`src/rtl/multi_zone_alarm_ctrl.sv`:
```
// Multi-zone intrusion alarm controller: entry delay, timed siren with re-trigger,
// sticky zone-of-origin latch and refused-arm fault. Define MULTI_ZONE_TAMPER_EN for the tamper input/flag.
module multi_zone_alarm_ctrl #(
    parameter int NUM_ZONES    = 4,
    parameter int CNT_W        = 8,
    parameter int ENTRY_DELAY  = 16,
    parameter int SIREN_CYCLES = 64
) (
    input  logic                 clk,
    input  logic                 rst_n,
    input  logic                 arm,
    input  logic                 disarm,
    input  logic [NUM_ZONES-1:0] sensor,
    input  logic [NUM_ZONES-1:0] zone_en,
    input  logic [NUM_ZONES-1:0] instant,
`ifdef MULTI_ZONE_TAMPER_EN
    input  logic                 tamper,
    output logic                 tamper_flag,
`endif
    output logic                 alarm,
    output logic [2:0]           state,
    output logic [NUM_ZONES-1:0] zone_latch,
    output logic                 arm_fault,
    output logic [CNT_W-1:0]     count
);

    typedef enum logic [2:0] {
        S_DISARMED = 3'd0,
        S_ARMED    = 3'd1,
        S_ENTRY    = 3'd2,
        S_ALARM    = 3'd3,
        S_HOLDOFF  = 3'd4
    } state_t;

    localparam logic [CNT_W-1:0] ENTRY_LOAD = CNT_W'(ENTRY_DELAY - 1);
    localparam logic [CNT_W-1:0] SIREN_LOAD = CNT_W'(SIREN_CYCLES - 1);

    state_t               r_state;
    logic                 r_alarm;
    logic [NUM_ZONES-1:0] r_zone_latch;
    logic                 r_arm_fault;
    logic [CNT_W-1:0]     r_count;

    state_t               w_nxt_state;
    logic                 w_nxt_alarm;
    logic [NUM_ZONES-1:0] w_nxt_latch;
    logic                 w_nxt_fault;
    logic [CNT_W-1:0]     w_nxt_count;
    logic [NUM_ZONES-1:0] w_act;
    logic [NUM_ZONES-1:0] w_inst;
    logic                 w_cnt_zero;

    assign w_act      = sensor & zone_en;
    assign w_inst     = w_act & instant;
    assign w_cnt_zero = (r_count == '0);

    // Count defaults to 0 so that every state not loading or decrementing reads 0.
    always_comb begin
        w_nxt_state = r_state;
        w_nxt_alarm = 1'b0;
        w_nxt_latch = r_zone_latch;
        w_nxt_fault = 1'b0;
        w_nxt_count = '0;
        if (disarm) begin
            w_nxt_state = S_DISARMED;
        end else begin
            case (r_state)
                S_DISARMED: begin
                    if (arm) begin
                        if (|w_act) begin
                            w_nxt_fault = 1'b1;
                        end else begin
                            w_nxt_state = S_ARMED;
                            w_nxt_latch = '0;
                        end
                    end
                end
                S_ARMED: begin
                    w_nxt_latch = r_zone_latch | w_act;
                    if (|w_inst) begin
                        w_nxt_state = S_ALARM;
                        w_nxt_alarm = 1'b1;
                        w_nxt_count = SIREN_LOAD;
                    end else if (|w_act) begin
                        w_nxt_state = S_ENTRY;
                        w_nxt_count = ENTRY_LOAD;
                    end
                end
                S_ENTRY: begin
                    w_nxt_latch = r_zone_latch | w_act;
                    if ((|w_inst) || w_cnt_zero) begin
                        w_nxt_state = S_ALARM;
                        w_nxt_alarm = 1'b1;
                        w_nxt_count = SIREN_LOAD;
                    end else begin
                        w_nxt_count = r_count - CNT_W'(1);
                    end
                end
                S_ALARM: begin
                    w_nxt_latch = r_zone_latch | w_act;
                    if (w_cnt_zero) begin
                        w_nxt_state = S_HOLDOFF;
                    end else begin
                        w_nxt_alarm = 1'b1;
                        w_nxt_count = r_count - CNT_W'(1);
                    end
                end
                S_HOLDOFF: begin
                    w_nxt_latch = r_zone_latch | w_act;
                    if (|w_act) begin
                        w_nxt_state = S_ALARM;
                        w_nxt_alarm = 1'b1;
                        w_nxt_count = SIREN_LOAD;
                    end
                end
                default: w_nxt_state = S_DISARMED;
            endcase
        end
`ifdef MULTI_ZONE_TAMPER_EN
        // Tamper overrides everything, disarm included.
        if (tamper) begin
            w_nxt_state = S_ALARM;
            w_nxt_alarm = 1'b1;
            w_nxt_count = SIREN_LOAD;
            w_nxt_fault = 1'b0;
        end
`endif
    end

    always_ff @(posedge clk or negedge rst_n) begin
        if (!rst_n) begin
            r_state      <= S_DISARMED;
            r_alarm      <= 1'b0;
            r_zone_latch <= '0;
            r_arm_fault  <= 1'b0;
            r_count      <= '0;
        end else begin
            r_state      <= w_nxt_state;
            r_alarm      <= w_nxt_alarm;
            r_zone_latch <= w_nxt_latch;
            r_arm_fault  <= w_nxt_fault;
            r_count      <= w_nxt_count;
        end
    end

`ifdef MULTI_ZONE_TAMPER_EN
    logic r_tamper_flag;
    always_ff @(posedge clk or negedge rst_n) begin
        if (!rst_n) r_tamper_flag <= 1'b0;
        else        r_tamper_flag <= r_tamper_flag | tamper;
    end
    assign tamper_flag = r_tamper_flag;
`endif

    assign alarm      = r_alarm;
    assign state      = r_state;
    assign zone_latch = r_zone_latch;
    assign arm_fault  = r_arm_fault;
    assign count      = r_count;

endmodule

```
`config.mk`:
```
export PLATFORM = sky130hd
export DESIGN_NAME = multi_zone_alarm_ctrl
export DESIGN_NICKNAME = d
export VERILOG_FILES = /design/src/rtl/multi_zone_alarm_ctrl.sv
export SDC_FILE = /design/constraint.sdc
export NUM_CORES = 1
export LEC_CHECK = 0
export ABC_AREA = 1
export CAP_MARGIN = 0
export CORE_MARGIN = 3
export CORE_UTILIZATION = 30
export DETAILED_ROUTE_END_ITERATION = 10
export HOLD_SLACK_MARGIN = 0.08
export PLACE_DENSITY = 0.59
export RECOVER_POWER = 100
export SLEW_MARGIN = 20
export SYNTH_ARGS = -nofsm -noshare
export SYNTH_HDL_FRONTEND = slang
export SYNTH_SLANG_ARGS = --single-unit
```
`constraint.sdc`:
```
create_clock -name clk -period 3.7 [get_ports clk]
set_clock_uncertainty 0.2 [all_clocks]
set_input_delay 0.74 -clock clk [delete_from_list [all_inputs] [get_ports clk]]
set_output_delay 0.74 -clock clk [all_outputs]
set_load 0.01 [all_outputs]
```
==> impl_metrics.ini <==
[status]
status = finished, final reports clean

[logic_synthesis]
synth_warnings = 0
seq_area_frac_synth = 0.376
synth_nets = 164
synthFlopType = dfrtp_1
synth_edf_count = 0
syn_area_mm2 = 0.00113
synth_area_leaders = dfrtp_1, nand2_1, inv_1, nand3_1, nand4_1
yosysTopAreaCellShare = 0.376
synth_cells = 146
synthArstFlopShare = 1.00
yosys.cell_types.count = 27
synth_most_common_cell = nand2_1
yosysTopAreaCell = dfrtp_1
synth_area_per_cell_um2 = 7.76
synth_common_cells = nand2_1, inv_1, dfrtp_1, nand3_1, nor2_1
ys_ff_latch = 17

[clock_network]
hold_buffers = 0
cts_max_level = 1
clkTransAtPathRegs_ns = 0.06
cts_setup_buffers = 0
cts.path.max_buffers = 2
cts_tree = done
cts_buffers = 3
clkSinkCount = 17
root_buffer = clkbuf_8
ctsResizeCount = 0
clock_latency_ns = 0.25

[global_route]
grt_pass1_wl_um = 4360
track_usage = 0.126
grt_overflow = 0
antenna_found_initial = 0
grt_pass1_vias = 1044
grt_max_degree = 18

[critical_path]
path_cells = dlygate4sd3_1, nand2_1, nand2_2, nor2_1, nand2_4, nor4_1, a21oi_1
path_max_fanout = 6
max_stage_delay_ns = 0.57
startpoint_type = input port
crit_path_top_delay_cell = dlygate4sd3_1
crit_type = input port to register
endpoint_kind = register
crit_family = simple AND/OR/NAND/NOR gates
crit_required_ns = 3.61
arrival_ns = 2.56
crit_buf_inv = 1

[routing]
drcViolationCount = 0
vias_per_cell = 4.61
via_count = 1047
antenna_left = 0
drtPass1Iterations = 4
wire_per_inst_um = 11.1
wl_um = 2530
drt_iter0_markers = 27

[placed_design]
pre_cts_slack_ns = 1.26
hpwl_um = 2120
globalplace.congestion = 0.838
io_buffer_count = 32

[pwr]
p_leak_nw = 0.793
powerDensity_mw_per_mm2 = 602
ir_worst_vdd_mv = 0.221

[timing]
finalCriticalPeriod_ns = 2.65
finalSetupViolCount = 0
tns_ns = 0
rsz0062_at_grt = false
worstMarginPinSlew_ns = 0.780
final_hold_viol_count = 0
timing.final.crit_share = 0.717
fin_ws_ns = 1.05
slew_headroom = 0.479
fmax_mhz = 377
slew_viol_final = 0

[cells_and_area]
drive_gt1_frac = 0.127
area_growth_pct = 33.8
antennaDiodeCount = 0
layout.nets = 200
fillers = 362

[hold_path]
hp-class = register to register

[floorplanning]
die_area_mm2 = 0.00455
die_w_um = 67.4
start_util = 0.324
top_level_ports = 33
die_h_um = 67.4
rows = 21
coreArea_mm2 = 0.00349

[flow_run]
max-cap-violations = 0
-- state kept, by name, summed over array words and instances, names as in the netlist --
signal	flops
state	3
alarm	1
zone_latch	4
arm_fault	1
count	8
-- per-stage QoR --
| step | power (mW) | utilization | cells | instance area [um^2] | hold WS, ns |
|---|---|---|---|---|---|
| finish | 0.912 | 0.434 | 227 | 1520 | 0.314 |
| global route | 0.999 | 0.434 | 227 | 1520 | 0.362 |
| CTS | 0.955 | 0.442 | 227 | 1550 | 0.323 |
| detailed placement | 0.810 | 0.429 | 223 | 1500 | 0.312 |
| global placement | 0.801 | 0.429 | 223 | 1500 | 0.308 |
| floorplan | 0.620 | - | 146 | 1130 | 0.244 |
-- cells in the final DEF (no fill, tap or decap) --
cell,count
nor3b_1,1
o21ai_0,1
o21ai_1,1
inv_2,3
clkbuf_8,3
a21oi_4,2
nand4_1,7
nand3_1,13
nor3_4,1
nor2_2,3
clkinv_2,1
nand2_1,36
nand2_4,1
nor3_2,1
nor2_1,14
nor2_4,1
dlygate4sd3_1,20
xnor2_1,4
and2_4,1
a21oi_1,6
inv_1,19
xor2_1,2
nor4_1,1
clkinv_1,1
nand2_2,6
clkdlybuf4s50_1,12
dfrtp_1,17
ha_1,2
nor3_1,1
-- layer usage --
layer  GRT usage  share of wire
met4      0.0456          0.012
met2       0.231           0.49
met3      0.0250          0.061
met5           0              0
met1       0.143           0.44
-- power breakdown --
group	internal, mW	total [mW]	leakage [nW]	switching, mW
Combinational	0.228	0.498	0.542	0.270
Clock	0.0748	0.139	0.0255	0.0647
Sequential	0.235	0.275	0.226	0.0394
-- cells by family (layout without fill, tap and decap cells) --
| group | after synthesis | after routing | share of synthesized area |
|---|---|---|---|
| adders and majority gates | 2 | 2 | 0.0221 |
| DFF | 17 | 17 | 0.376 |
| AOI/OAI and AO/OA | 10 | 10 | 0.0641 |
| xor gates and xnor gates | 6 | 6 | 0.0464 |
| and+or+nand+nor | 87 | 87 | 0.406 |
| buffers and inverters | 24 | 59 | 0.0862 |
-- worst register-to-register path: stages (launching register included) --
cell	delay, ns
dfrtp_1	0.38
inv_1	0.14
ha_1	0.17
nor3b_1	0.22
nand2_2	0.11
nand2_1	0.12
nor2_1	0.05
nor2_1	0.22
nand2_1	0.08
nand3_1	0.07
nand2_1	0.06
-- area by class of cell --
class                      instances  area (um^2)  share of cell area
sequential                        17          425               0.281
tap                               46         57.6              0.0380
clock buffer                       3         41.3              0.0273
clock inverter                     1         5.00             0.00330
timing repair buffer              32          320               0.211
multi-input combinational        105          579               0.382
inverter                          23         86.3              0.0570
-- worst paths after layout --
check / start / cells past startpoint / end / slack [ns]
max in group asynchronous: rst_n / 1 / arm_fault$_DFF_PN0_ / 2.01
min in group asynchronous: rst_n / 1 / count[1]$_DFF_PN0_ / 0.81
worst min register to register: zone_latch[3]$_DFFE_PN0P_ / 2 / zone_latch[3]$_DFFE_PN0P_ / 0.31
worst max-delay path: sensor[3] / 7 / zone_latch[1]$_DFFE_PN0P_ / 1.05
worst min-delay path: zone_latch[3]$_DFFE_PN0P_ / 2 / zone_latch[3]$_DFFE_PN0P_ / 0.31
worst max register to register: count[0]$_DFF_PN0_ / 10 / state[0]$_DFFE_PN0P_ / 1.77
Power figures use the tool's default switching activity.
